File: src/rtl/rv32im_muldiv_exu_if.sv
// Request/response bundle for the M-extension execute unit.
// The master drives operations and consumes results; the unit is the slave.
interface rv32im_muldiv_exu_if #(
  parameter int XLEN  = 32,
  parameter int TAG_W = 5
);
  logic             in_valid_i;
  logic             in_ready_o;
  logic [2:0]       op_i;
  logic [XLEN-1:0]  rs1_i;
  logic [XLEN-1:0]  rs2_i;
  logic [TAG_W-1:0] tag_i;
  logic             flush_i;
  logic             out_valid_o;
  logic             out_ready_i;
  logic [XLEN-1:0]  data_o;
  logic [TAG_W-1:0] tag_o;

  modport master (
    output in_valid_i, op_i, rs1_i, rs2_i, tag_i, flush_i, out_ready_i,
    input  in_ready_o, out_valid_o, data_o, tag_o
  );

  modport slave (
    input  in_valid_i, op_i, rs1_i, rs2_i, tag_i, flush_i, out_ready_i,
    output in_ready_o, out_valid_o, data_o, tag_o
  );
endinterface

File: src/rtl/rv32im_muldiv_exu.sv
// Iterative RV32M multiply/divide unit: shift-add multiplier, restoring divider,
// sign fix-up on magnitudes, valid/ready handshakes and flush.
module rv32im_muldiv_exu #(
  parameter int XLEN     = 32,
  parameter int MUL_STEP = 1,
  parameter int TAG_W    = 5
) (
  input  logic                  clk_i,
  input  logic                  rst_i,
  rv32im_muldiv_exu_if.slave    io
);

  localparam int CNT_W = $clog2(XLEN + 1);

  typedef enum logic [1:0] {IDLE, BUSY, FIXUP, DONE} state_e;
  typedef enum logic [2:0] {
    OP_MUL, OP_MULH, OP_MULHSU, OP_MULHU, OP_DIV, OP_DIVU, OP_REM, OP_REMU
  } op_e;

  state_e              state_q, state_d;
  op_e                 op_q, op_d;
  logic [TAG_W-1:0]    tag_q, tag_d, tag_out_q, tag_out_d;
  logic                a_neg_q, a_neg_d, b_neg_q, b_neg_d;
  logic [XLEN-1:0]     b_mag_q, b_mag_d;
  logic [XLEN-1:0]     quo_q, quo_d, rem_q, rem_d;
  logic [XLEN-1:0]     data_q, data_d;
  logic [2*XLEN-1:0]   mcand_q, mcand_d, acc_q, acc_d;
  logic [CNT_W-1:0]    cnt_q, cnt_d;

  op_e                 op_in;
  logic                a_neg_in, b_neg_in, div_zero, div_ovf;
  logic [XLEN-1:0]     a_mag_in, b_mag_in;
  logic [2*XLEN-1:0]   pp, prod_s;
  logic [XLEN:0]       rem_shift, rem_diff;
  logic [XLEN-1:0]     quo_s, rem_s;

  assign op_in    = op_e'(io.op_i);
  assign a_neg_in = (op_in inside {OP_MULH, OP_MULHSU, OP_DIV, OP_REM}) && io.rs1_i[XLEN-1];
  assign b_neg_in = (op_in inside {OP_MULH, OP_DIV, OP_REM}) && io.rs2_i[XLEN-1];
  assign a_mag_in = a_neg_in ? -io.rs1_i : io.rs1_i;
  assign b_mag_in = b_neg_in ? -io.rs2_i : io.rs2_i;
  assign div_zero = (io.rs2_i == '0);
  assign div_ovf  = (op_in inside {OP_DIV, OP_REM}) && (io.rs2_i == '1) &&
                    (io.rs1_i == {1'b1, {(XLEN-1){1'b0}}});

  // Restoring step: the top bit of the widened difference is the borrow.
  assign rem_shift = {rem_q, quo_q[XLEN-1]};
  assign rem_diff  = rem_shift - {1'b0, b_mag_q};

  assign prod_s = (a_neg_q ^ b_neg_q) ? -acc_q : acc_q;
  assign quo_s  = (a_neg_q ^ b_neg_q) ? -quo_q : quo_q;
  assign rem_s  = a_neg_q ? -rem_q : rem_q;

  always_comb begin
    // NOTE: every _d defaults to its _q first so no path through the case infers a latch.
    state_d   = state_q;
    op_d      = op_q;
    tag_d     = tag_q;
    tag_out_d = tag_out_q;
    a_neg_d   = a_neg_q;
    b_neg_d   = b_neg_q;
    b_mag_d   = b_mag_q;
    quo_d     = quo_q;
    rem_d     = rem_q;
    data_d    = data_q;
    mcand_d   = mcand_q;
    acc_d     = acc_q;
    cnt_d     = cnt_q;

    pp = '0;
    for (int i = 0; i < MUL_STEP; i++) begin
      if (b_mag_q[i]) pp = pp + (mcand_q << i);
    end

    unique case (state_q)
      IDLE: begin
        if (io.in_valid_i) begin
          op_d    = op_in;
          tag_d   = io.tag_i;
          a_neg_d = a_neg_in;
          b_neg_d = b_neg_in;
          b_mag_d = b_mag_in;
          mcand_d = {{XLEN{1'b0}}, a_mag_in};
          acc_d   = '0;
          rem_d   = '0;
          quo_d   = a_mag_in;
          cnt_d   = io.op_i[2] ? CNT_W'(XLEN) : CNT_W'(XLEN / MUL_STEP);
          state_d = BUSY;
          if (io.op_i[2] && (div_zero || div_ovf)) begin
            // op_i[1] selects REM*; both special cases resolve without iterating.
            if (div_zero) data_d = io.op_i[1] ? io.rs1_i : '1;
            else          data_d = io.op_i[1] ? '0 : io.rs1_i;
            tag_out_d = io.tag_i;
            state_d   = DONE;
          end
        end
      end
      BUSY: begin
        if (op_q[2]) begin
          rem_d = rem_diff[XLEN] ? rem_shift[XLEN-1:0] : rem_diff[XLEN-1:0];
          quo_d = {quo_q[XLEN-2:0], ~rem_diff[XLEN]};
        end else begin
          acc_d   = acc_q + pp;
          mcand_d = mcand_q << MUL_STEP;
          b_mag_d = b_mag_q >> MUL_STEP;
        end
        cnt_d = cnt_q - 1'b1;
        if (cnt_q == CNT_W'(1)) state_d = FIXUP;
      end
      FIXUP: begin
        unique case (op_q)
          OP_MUL:                        data_d = prod_s[XLEN-1:0];
          OP_MULH, OP_MULHSU, OP_MULHU:  data_d = prod_s[2*XLEN-1:XLEN];
          OP_DIV, OP_DIVU:               data_d = quo_s;
          default:                       data_d = rem_s;
        endcase
        tag_out_d = tag_q;
        state_d   = DONE;
      end
      DONE: begin
        if (io.out_ready_i) state_d = IDLE;
      end
      default: state_d = IDLE;
    endcase

    if (io.flush_i) state_d = IDLE;
  end

  // NOTE: all datapath registers are plain flops, so every one of them is reset, not just the FSM.
  always_ff @(posedge clk_i or posedge rst_i) begin
    if (rst_i) begin
      state_q   <= IDLE;
      op_q      <= OP_MUL;
      tag_q     <= '0;
      tag_out_q <= '0;
      a_neg_q   <= 1'b0;
      b_neg_q   <= 1'b0;
      b_mag_q   <= '0;
      quo_q     <= '0;
      rem_q     <= '0;
      data_q    <= '0;
      mcand_q   <= '0;
      acc_q     <= '0;
      cnt_q     <= '0;
    end else begin
      // NOTE: non-blocking so every flop samples the pre-edge values of the others.
      state_q   <= state_d;
      op_q      <= op_d;
      tag_q     <= tag_d;
      tag_out_q <= tag_out_d;
      a_neg_q   <= a_neg_d;
      b_neg_q   <= b_neg_d;
      b_mag_q   <= b_mag_d;
      quo_q     <= quo_d;
      rem_q     <= rem_d;
      data_q    <= data_d;
      mcand_q   <= mcand_d;
      acc_q     <= acc_d;
      cnt_q     <= cnt_d;
    end
  end

  assign io.in_ready_o  = (state_q == IDLE);
  assign io.out_valid_o = (state_q == DONE);
  assign io.data_o      = data_q;
  assign io.tag_o       = tag_out_q;

endmodule

File: src/flat_wrapper.sv
// flat-port wrapper written by rule: the top's interface ports become plain ports
module rv32im_muldiv_exu_flat 
#(
  parameter int XLEN     = 32,
  parameter int MUL_STEP = 1,
  parameter int TAG_W    = 5
)
  (clk_i, rst_i, io_in_valid_i, io_op_i, io_rs1_i, io_rs2_i, io_tag_i, io_flush_i, io_out_ready_i, io_in_ready_o, io_out_valid_o, io_data_o, io_tag_o);
  rv32im_muldiv_exu_if #(.XLEN(XLEN), .TAG_W(TAG_W)) io_i ();
  input  logic clk_i;
  input  logic rst_i;
  input wire logic [$bits(io_i.in_valid_i)-1:0] io_in_valid_i;
  input wire logic [$bits(io_i.op_i)-1:0] io_op_i;
  input wire logic [$bits(io_i.rs1_i)-1:0] io_rs1_i;
  input wire logic [$bits(io_i.rs2_i)-1:0] io_rs2_i;
  input wire logic [$bits(io_i.tag_i)-1:0] io_tag_i;
  input wire logic [$bits(io_i.flush_i)-1:0] io_flush_i;
  input wire logic [$bits(io_i.out_ready_i)-1:0] io_out_ready_i;
  output wire logic [$bits(io_i.in_ready_o)-1:0] io_in_ready_o;
  output wire logic [$bits(io_i.out_valid_o)-1:0] io_out_valid_o;
  output wire logic [$bits(io_i.data_o)-1:0] io_data_o;
  output wire logic [$bits(io_i.tag_o)-1:0] io_tag_o;
  assign io_i.in_valid_i = io_in_valid_i;
  assign io_i.op_i = io_op_i;
  assign io_i.rs1_i = io_rs1_i;
  assign io_i.rs2_i = io_rs2_i;
  assign io_i.tag_i = io_tag_i;
  assign io_i.flush_i = io_flush_i;
  assign io_i.out_ready_i = io_out_ready_i;
  assign io_in_ready_o = io_i.in_ready_o;
  assign io_out_valid_o = io_i.out_valid_o;
  assign io_data_o = io_i.data_o;
  assign io_tag_o = io_i.tag_o;
  rv32im_muldiv_exu #(.XLEN(XLEN), .MUL_STEP(MUL_STEP), .TAG_W(TAG_W)) u_core (.clk_i(clk_i), .rst_i(rst_i), .io(io_i));
endmodule
File: config.mk
export PLATFORM = sky130hd
export DESIGN_NAME = rv32im_muldiv_exu_flat
export DESIGN_NICKNAME = d
export VERILOG_FILES = /design/src/rtl/rv32im_muldiv_exu_if.sv /design/src/rtl/rv32im_muldiv_exu.sv /design/src/flat_wrapper.sv
export SDC_FILE = /design/constraint.sdc
export NUM_CORES = 1
export LEC_CHECK = 0
export CORE_ASPECT_RATIO = 0.5
export CORE_MARGIN = 4
export CORE_UTILIZATION = 50
export CTS_CLUSTER_DIAMETER = 150
export CTS_CLUSTER_SIZE = 12
export DETAILED_ROUTE_END_ITERATION = 16
export GPL_TIMING_DRIVEN = 1
export PLACE_DENSITY = 0.79
export SETUP_SLACK_MARGIN = 0.3
export SLEW_MARGIN = 5
export SYNTH_ARGS = -nofsm -noshare
export SYNTH_HDL_FRONTEND = slang
export SYNTH_SLANG_ARGS = --single-unit
File: constraint.sdc
create_clock -name clk_i -period 9.1 [get_ports clk_i]
set_clock_uncertainty 0.1 [all_clocks]
set_input_delay 1.82 -clock clk_i [delete_from_list [all_inputs] [get_ports clk_i]]
set_output_delay 1.82 -clock clk_i [all_outputs]
set_load 0.02 [all_outputs]
# After elaboration in Yosys (flattened, before gate mapping)
# Cells that the tools add are included.
# totals
register_bits	279
inputBits	77
out_inout_bits	39
# op_classes
add_sub_neg	8
eq_ne	22
muxes	40
bitwise_logic	2
n_reduce_logical	22
# ops
cell	n
32-bit two-way mux	16
64-bit two-way mux	6
32-bit one-hot mux with 2 select lines	4
64-bit one-hot mux with 2 select lines	2
32-bit negation	4
32-bit one-hot mux with 3 select lines	1
64-bit adder	1
32-bit equality test, second input constant	2
64-bit negation	1
33-bit by 32-bit subtractor with 33-bit output	1
32-bit zero test	1
3-bit equality test, second input constant	4
6-bit one-hot mux with 2 select lines	1
3-bit AND reduction	4
2-bit two-way mux	5
5-bit two-way mux	2
5-bit one-hot mux with 2 select lines	1
3-bit by 2-bit equality test with 1-bit output, second input constant	3
2-bit one-hot mux with 4 select lines	1
3-bit by 1-bit equality test with 1-bit output, second input constant	2
6-bit by 1-bit equality test with 1-bit output, second input constant	1
6-bit two-way mux	1
3-bit inequality test, second input constant	2
2-bit nonzero test	3
other kinds (17)	25

# Depth between registers and ports, before layout
# Gate-level depths: netlist of run 1.
# logic_depth
word_depth	10
depth_mapped	17
ltp_nobuf	15

# Worst setup path after synthesis of run 1
# No wires, ideal clock.
# synth_timing
kind	input to register
startpoint	input io_rs2_i[6]
endpoint	register u_core.b_mag_q[28]
setup_ps	133
t_arrival_ps	4101
t_required_ps	8867
path_slack_ps	4766
cell_stages	10
n_path_buf	0
cell_sequence	or4_1 > or4_4 > nor3_4 > nand2_1 > or3_1 > o31ai_2 > xor2_1 > nor2_1 > a21oi_1 > o21ai_0
# synth_between
elab_chain_len	4
# synth_lines
item	line_no	text
start: declaration	flat_wrapper.sv:15	input wire logic [$bits(io_i.rs2_i)-1:0] io_rs2_i;
32-bit negation	rv32im_muldiv_exu.sv:41	assign b_mag_in = b_neg_in ? -io.rs2_i : io.rs2_i;
32-bit two-way mux	rv32im_muldiv_exu.sv:41	
32-bit two-way mux	rv32im_muldiv_exu.sv:77	if (io.in_valid_i) begin
32-bit one-hot mux with 2 select lines	rv32im_muldiv_exu.sv:75	unique case (state_q)
end signal: assignment	rv32im_muldiv_exu.sv:153	b_mag_q <= b_mag_d;
end: declaration	rv32im_muldiv_exu.sv:24	logic [XLEN-1:0] b_mag_q, b_mag_d;
# No other way between the ends. The select of a mux whose other input is x is not followed.
# A chain may end at the register's enable or synchronous reset.

# Final worst setup path of run 1
# layout_timing
startpoint	input io_rs2_i[2]
endpoint	register u_core.data_q[3] (netlist: u_core.io.data_o[3])
# layout_between
elab_chain_len	7
elab_cells_between_ends	12
# layout_lines
item	line_no	text
32-bit equality test	rv32im_muldiv_exu.sv:43	assign div_ovf = (op_in inside {OP_DIV, OP_REM}) && (io.rs2_i == '1) &&
1-bit logical AND (2 in a row)	rv32im_muldiv_exu.sv:43	
1-bit logical OR	rv32im_muldiv_exu.sv:89	if (io.op_i[2] && (div_zero || div_ovf)) begin
1-bit logical AND	rv32im_muldiv_exu.sv:89	
2-bit by 1-bit inequality test with 1-bit output (no line)	n/a	
3-bit AND reduction (no line)	n/a	
end signal: assignment	rv32im_muldiv_exu.sv:156	data_q <= data_d;
end: declaration	rv32im_muldiv_exu.sv:26	logic [XLEN-1:0] data_q, data_d;
# Parallel ways exist; a longest one is shown, timed or not. The select of a mux whose other input is x is not followed.

==> summary.md, run 1 <==
| Metric | Value |
|---|---|
| Gpl congestion | `0.952` |
| IO Port Bufs | `115` |
| Simple-Gate Fraction of Synth Area | `19.4%` |
| Min Hold Slack | `0.382 ns` |
| Utilization after layout | `55.9%` |
| First-pass GRT wire length | `111 mm` |
| DRT Pass-1 Iters | `9` |
| Via density | `6.28` |
| Top cell type's share of synthesized area | `31.3%` |
| CP Data Arrival Time | `5.61 ns` |
| Core area | `43800 µm²` |
| Syn Area/Cell | `7.92 µm²` |
| Leak | `10.7 nW` |
| Worst skew pair latency | `0.56 ns` |
| Setup bufs post-CTS | `0` |
| CTS tree | `built` |
| Dpl ws | `3.25 ns` |
| Status | `finished clean` |
| RSZ-0062 raised after global routing | `false` |
| Post-synth EDFFs | `0` |
| Dpl hpwl | `51.2 mm` |
| Worst reg-to-reg setup slack | `4.00 ns` |
| Synth Area in Compound Gates | `25.6%` |
| Die area | `48200 µm²` |
| Post-synthesis sequential area ratio | `31.3%` |
| Initial drt markers | `2719` |
| Crit start category | `input pin` |
| Max Slew Vio Count | `0` |
| Share of layout cells above drive strength 1 | `3.59%` |
| CTS resizes | `0` |
| CP endpoint kind | `flip-flop` |
| Netlist cell types | `85` |
| Via count | `21400` |
| VDD IR max | `0.204 mV` |
| Tmin final | `5.30 ns` |
| Mapped Cells | `2816` |
| Syn Std Cell Area | `22300 µm²` |
| Vias in the first global route | `20400` |
| Die height | `157 µm` |
| CTS Hold Buffers Added | `0` |
| Setup-failing EPs final | `0` |
| CP required | `9.41 ns` |
| Syn_nets | `3002` |
| Initial Utilization | `50.9%` |
| Post-synthesis mux area share | `2.16%` |
| Largest area contributor in the netlist | `dfrtp_1` |
| Worst setup margin | `3.80 ns` |
| Ys async rst share | `100%` |
| Die X | `307 µm` |
| DRC viols | `0` |
| Synth Area in Adders | `7.26%` |
| Fmax | `189 MHz` |
| Nets@finish | `3001` |
| Post-route ant nets | `0` |
| # rows | `54` |
| Worst-path clk slew | `0.07 ns` |
| GRT overflow | `0` |
| Fillers | `3978` |
| Cell Pwr Density | `263 nW/µm²` |
| Largest net degree at the start of global routing | `167` |
| Routed WL | `70.4 mm` |
| Worst-Margin Slew | `1.09 ns` |
| Io pins | `116` |
| Max Cap Viol | `0` |
| Total global-route track usage | `28.5%` |
| Slew HR | `27.2%` |
| Setup TNS | `0 ns` |
| Antenna violations before repair | `0` |
| Clock sink count | `279` |
| Synth cell count leaders | `nand2_1, o21ai_0, dfrtp_1` |
| Primary FF master, synth | `dfrtp_1` |
| Area grow syn2layout | `9.80%` |
| Clock buffer depth | `3` |
| Kind of critical path | `input pin to flip-flop` |
| Largest family of logic cells by synthesized area | `compound AO/OA/AOI/OAI gates` |
| CTS H-Tree Depth | `1` |
| Final hold viol count | `0` |
| Most common cell in the netlist | `nand2_1` |
| Ant diodes | `0` |
| Yosys reg bits | `279` |
| Root buf cell | `clkbuf_16` |
| Final worst-path cycle share | `58.2%` |
| Post-synthesis xor/xnor area fraction | `9.98%` |
| CTS buffer count | `27` |
| Drt wl/cell | `20.7 µm` |
| Worst min path class | `flip-flop to flip-flop` |
| Yosys warns | `0` |
| Synth top area cells | `dfrtp_1, o21ai_0, nand2_1` |
| Crit Path Max Fanout | `73` |
## layout by cell type, fill, tap and decap left out, types with 38 or more instances in the layout
| master | netlist | final |
|---|---|---|
| a21o_1 | 51 | 49 |
| a21oi_1 | 256 | 255 |
| a22o_1 | 41 | 41 |
| and2_1 | 71 | 71 |
| clkdlybuf4s50_1 | 0 | 115 |
| dfrtp_1 | 279 | 279 |
| ha_1 | 107 | 105 |
| inv_1 | 80 | 79 |
| mux2i_1 | 38 | 38 |
| nand2_1 | 391 | 391 |
| nor2_1 | 197 | 194 |
| nor3_1 | 41 | 40 |
| o21ai_0 | 320 | 319 |
| o31ai_1 | 39 | 39 |
| xnor2_1 | 119 | 118 |
| xor2_1 | 135 | 134 |
## power breakdown
group          leakage (nW)  switching, mW  total (mW)  internal (mW)
clock                 0.339          0.501        1.02          0.523
sequential             3.70          0.374        1.93           1.55
combinational          6.62           2.28        3.48           1.19
total                  10.7           3.16        6.43           3.27
## cell families (layout without fill, tap and decap cells)
logic type                 count (synthesis)  count (layout)
muxes                                     47              47
and+or+nand+nor                          920             920
xor gates and xnor gates                 254             254
adders and majority gates                133             133
buffers and inverters                    250             248
DFF                                      279             279
AOI/OAI and AO/OA                        933             933
## path summary, 6_finish.rpt
path,from,end,depth (start not counted)
setup / recovery,io_rs2_i[2],u_core.io.data_o[3]$_DFFE_PP0P_,13
hold / removal,u_core.io.data_o[27]$_DFFE_PP0P_,u_core.io.data_o[27]$_DFFE_PP0P_,2
setup reg to reg,u_core.b_mag_q[0]$_DFFE_PP0P_,u_core.acc_q[62]$_DFFE_PP0P_,16
hold reg to reg,u_core.io.data_o[27]$_DFFE_PP0P_,u_core.io.data_o[27]$_DFFE_PP0P_,2
max in group asynchronous,rst_i,u_core.io.data_o[11]$_DFFE_PP0P_,3
min in group asynchronous,rst_i,u_core.rem_q[11]$_DFFE_PP0P_,2
## critical path, stage by stage
cell	delay (ns)
clkdlybuf4s50_1	0.54
nor4_2	0.42
nand2_1	0.18
or4_4	0.53
nor3_4	0.16
nand2_1	0.19
nor4_4	0.21
buf_4	0.46
a32o_2	0.25
a31oi_4	0.09
buf_4	0.35
a211oi_1	0.30
a21oi_1	0.07
## area by class of cell
class                   count  area [µm²]  area share (%)
clock buffers              27         676            2.76
clock inverters             1        11.3          0.0460
inverters                  82         312            1.27
multi-input cells        2287       14400            58.9
flip-flops and latches    279        6980            28.5
well taps                 588         736            3.01
repair buffers            138        1340            5.46
## layer usage
| layer | up-vias | share of wire, % | GRT usage [%] |
|---|---|---|---|
| met1 | 10300 | 43 | 38.4 |
| met5 | - | 0.055 | 0 |
| met3 | 157 | 9.2 | 6.82 |
| li1 | 10000 | - | - |
| met4 | 2 | 3.9 | 9.81 |
| met2 | 907 | 44 | 45.4 |
## per-stage QoR
stage                     power (mW)  instance area, µm²  std cells
after floorplan                 4.21               22300       2816
after global placement          5.22               23800       3374
after detailed placement        5.31               23800       3374
after CTS                       6.34               24500       3402
after global routing            6.84               24500       3402
final                           6.43               24500       3402
## sequential cells by signal (all words and copies together), names as in the netlist
signal / cells
u_core.tag_q: 5
u_core.acc_q: 64
u_core.io.tag_o: 5
u_core.quo_q: 32
u_core.rem_q: 32
u_core.b_neg_q: 1
u_core.state_q: 2
u_core.io.data_o: 32
u_core.mcand_q: 64
u_core.cnt_q: 6
u_core.op_q: 3
u_core.b_mag_q: 32
u_core.a_neg_q: 1
Note: power is estimated with default switching activity, not from simulation.
==> run 2, diff against run 1 <==
Settings changed: PLACE_DENSITY 0.79 to 0.76.
Clock period 9.1 ns to 5.3 ns, I/O delays scaled along.
==> run 2 against run 1 <==
Effect of this change:
- critical path type is now flip-flop to flip-flop
- sequential power rose by 72%
- critical endpoint is now u_core.acc_q[62]$_DFFE_PP0P_
- non-clock buffer count rose by 13
- total power grew 72%
==> summary.md, run 2 (synthesis results as in run 1) <==
| Metric | Value |
|---|---|
| First-pass GRT wire length | `109 mm` |
| Crit start category | `flip-flop` |
| Worst path max stage delay | `0.53 ns` |
| CTS buffer count | `27` |
| CTS tree | `built` |
| Ant diodes | `0` |
| Setup TNS | `0 ns` |
| Clock sink count | `279` |
| Leak | `10.7 nW` |
| GRT overflow | `0` |
| Final hold viol count | `0` |
| Most common cell after layout, fill and taps aside | `nand2_1` |
| Die height | `157 µm` |
| Worst skew pair latency | `0.57 ns` |
| Kind of critical path | `flip-flop to flip-flop` |
| Area grow syn2layout | `10.4%` |
| Post-route ant nets | `0` |
| Cell Pwr Density | `448 nW/µm²` |
| Via count | `21300` |
| Placement-stage cell area | `23900 µm²` |
| Nets@finish | `3014` |
| Total global-route track usage | `28.1%` |
| Tmin final | `4.46 ns` |
| CP endpoint kind | `flip-flop` |
| Crit Path Max Fanout | `63` |
| Met3 Use GR | `5.18%` |
| Antenna violations before repair | `0` |
| CP Data Arrival Time | `4.81 ns` |
| CTS H-Tree Depth | `1` |
| Largest net degree at the start of global routing | `132` |
| Slew HR | `29.9%` |
| IO Port Bufs | `115` |
| Fmax | `224 MHz` |
| Met2 Usage GRT | `43.6%` |
| Worst-path clk slew | `0.07 ns` |
| Most frequent cells in the layout | `nand2_1, o21ai_0, dfrtp_1` |
| Io pins | `116` |
| Setup bufs post-CTS | `0` |
| Dpl hpwl | `51.4 mm` |
| Routed WL | `69.3 mm` |
| Core area | `43800 µm²` |
| Worst min path class | `flip-flop to flip-flop` |
| Die X | `307 µm` |
| Vias in the first global route | `19700` |
| Initial drt markers | `2594` |
| Initial Utilization | `50.9%` |
| Post-layout instance area | `24600 µm²` |
| Max Slew Vio Count | `0` |
| Most Used Layer, Global Route | `met2` |
| CP required | `5.65 ns` |
| Worst path slowest cell | `dfrtp_1` |
| Via density | `6.25` |
| Share of layout cells above drive strength 1 | `4.03%` |
| Status | `finished clean` |
| Setup-failing EPs final | `0` |
| # rows | `54` |
| Biggest regs | `u_core.acc_q: 64 flops, u_core.mcand_q: 64 flops` |
| Met1 Usage GRT | `39.8%` |
| Gpl congestion | `0.973` |
| R2R depth | `15` |
| Drt wl/cell | `20.3 µm` |
| RSZ-0062 raised after global routing | `false` |
| Root buf cell | `clkbuf_16` |
| DRC viols | `0` |
| WHS Path Cells | `1` |
| Clock buffer depth | `3` |
| CP dominant cell by count | `o21ai_2` |
| CTS resizes | `0` |
| DRT Pass-1 Iters | `6` |
| CTS Hold Buffers Added | `0` |
| Final worst-path cycle share | `84.1%` |
| VDD IR max | `0.293 mV` |
| Worst-Margin Slew | `1.05 ns` |
| Die area | `48200 µm²` |
| Crit-path cells | `buf_12 > nand2_1 > fa_1 > nor2b_1 > o31a_1 > o21ai_2 > o21ai_2 > a41oi_2 > o31ai_2 > a31oi_1 > o31ai_1 > buf_4 > o21ai_0 > a21o_1 > a32o_1` |
| Max Cap Viol | `0` |
## run 2: changes by cell type in the layout (fill, tap and decap cells not counted)
cell,delta
nor2_4,-1
nor2_2,+1
buf_4,+9
buf_12,+4
## run 2: critical path: cells and delay by family (launching register included)
kind                     cells  cell delay (ns)
AO/OA/AOI/OAI               10             2.48
flip-flops                   1             0.53
AND/OR/NAND/NOR              2             0.33
buffers and inverters        2             0.47
adder cells (fa/ha/maj)      1             0.44
## run 2: final timing paths
| kind | slack, ns | endpoint | startpoint |
|---|---|---|---|
| setup / recovery | 0.84 | u_core.acc_q[62]$_DFFE_PP0P_ | u_core.b_mag_q[0]$_DFFE_PP0P_ |
| hold / removal | 0.39 | u_core.io.data_o[10]$_DFFE_PP0P_ | u_core.io.data_o[10]$_DFFE_PP0P_ |
| setup reg to reg | 0.84 | u_core.acc_q[62]$_DFFE_PP0P_ | u_core.b_mag_q[0]$_DFFE_PP0P_ |
| hold reg to reg | 0.39 | u_core.io.data_o[10]$_DFFE_PP0P_ | u_core.io.data_o[10]$_DFFE_PP0P_ |
| max in group asynchronous | 3.40 | u_core.acc_q[47]$_DFFE_PP0P_ | rst_i |
| min in group asynchronous | 0.66 | u_core.tag_q[1]$_DFFE_PP0P_ | rst_i |
## run 2: area by class of cell
class                      instances  area (µm²)
inverter                          82         312
clock buffer                      27         676
sequential                       279        6980
timing repair buffer             151        1480
fill                            4068       19200
multi-input combinational       2287       14400
tap                              588         736
clock inverter                     1        11.3
## run 2: metal layers
metal	wire length, µm	share of wire, %
met1	30600	44
met2	30000	43
met3	6090	8.8
met4	2620	3.8
met5	0	0
## run 2: per-stage QoR
stage / power (mW) / hold WS [ns] / instances / utilization, % / setup slack (ns)
finish: 11.0 / 0.388 / 3415 / 56.2 / 0.841
global route: 11.7 / 0.412 / 3415 / 56.2 / 0.567
CTS: 10.9 / 0.389 / 3415 / 56.2 / 0.885
detailed placement: 9.11 / 0.375 / 3387 / 54.7 / 0.525
global placement: 9.00 / 0.368 / 3387 / 54.7 / 0.597
floorplan: 7.23 / 0.364 / 2816 / - / 0.447
## run 2: report_power, final
group / internal (mW) / total [mW] / switching (mW)
logic: 2.09 / 5.96 / 3.86
registers: 2.67 / 3.31 / 0.644
clock network: 0.897 / 1.76 / 0.863
total: 5.65 / 11.0 / 5.37
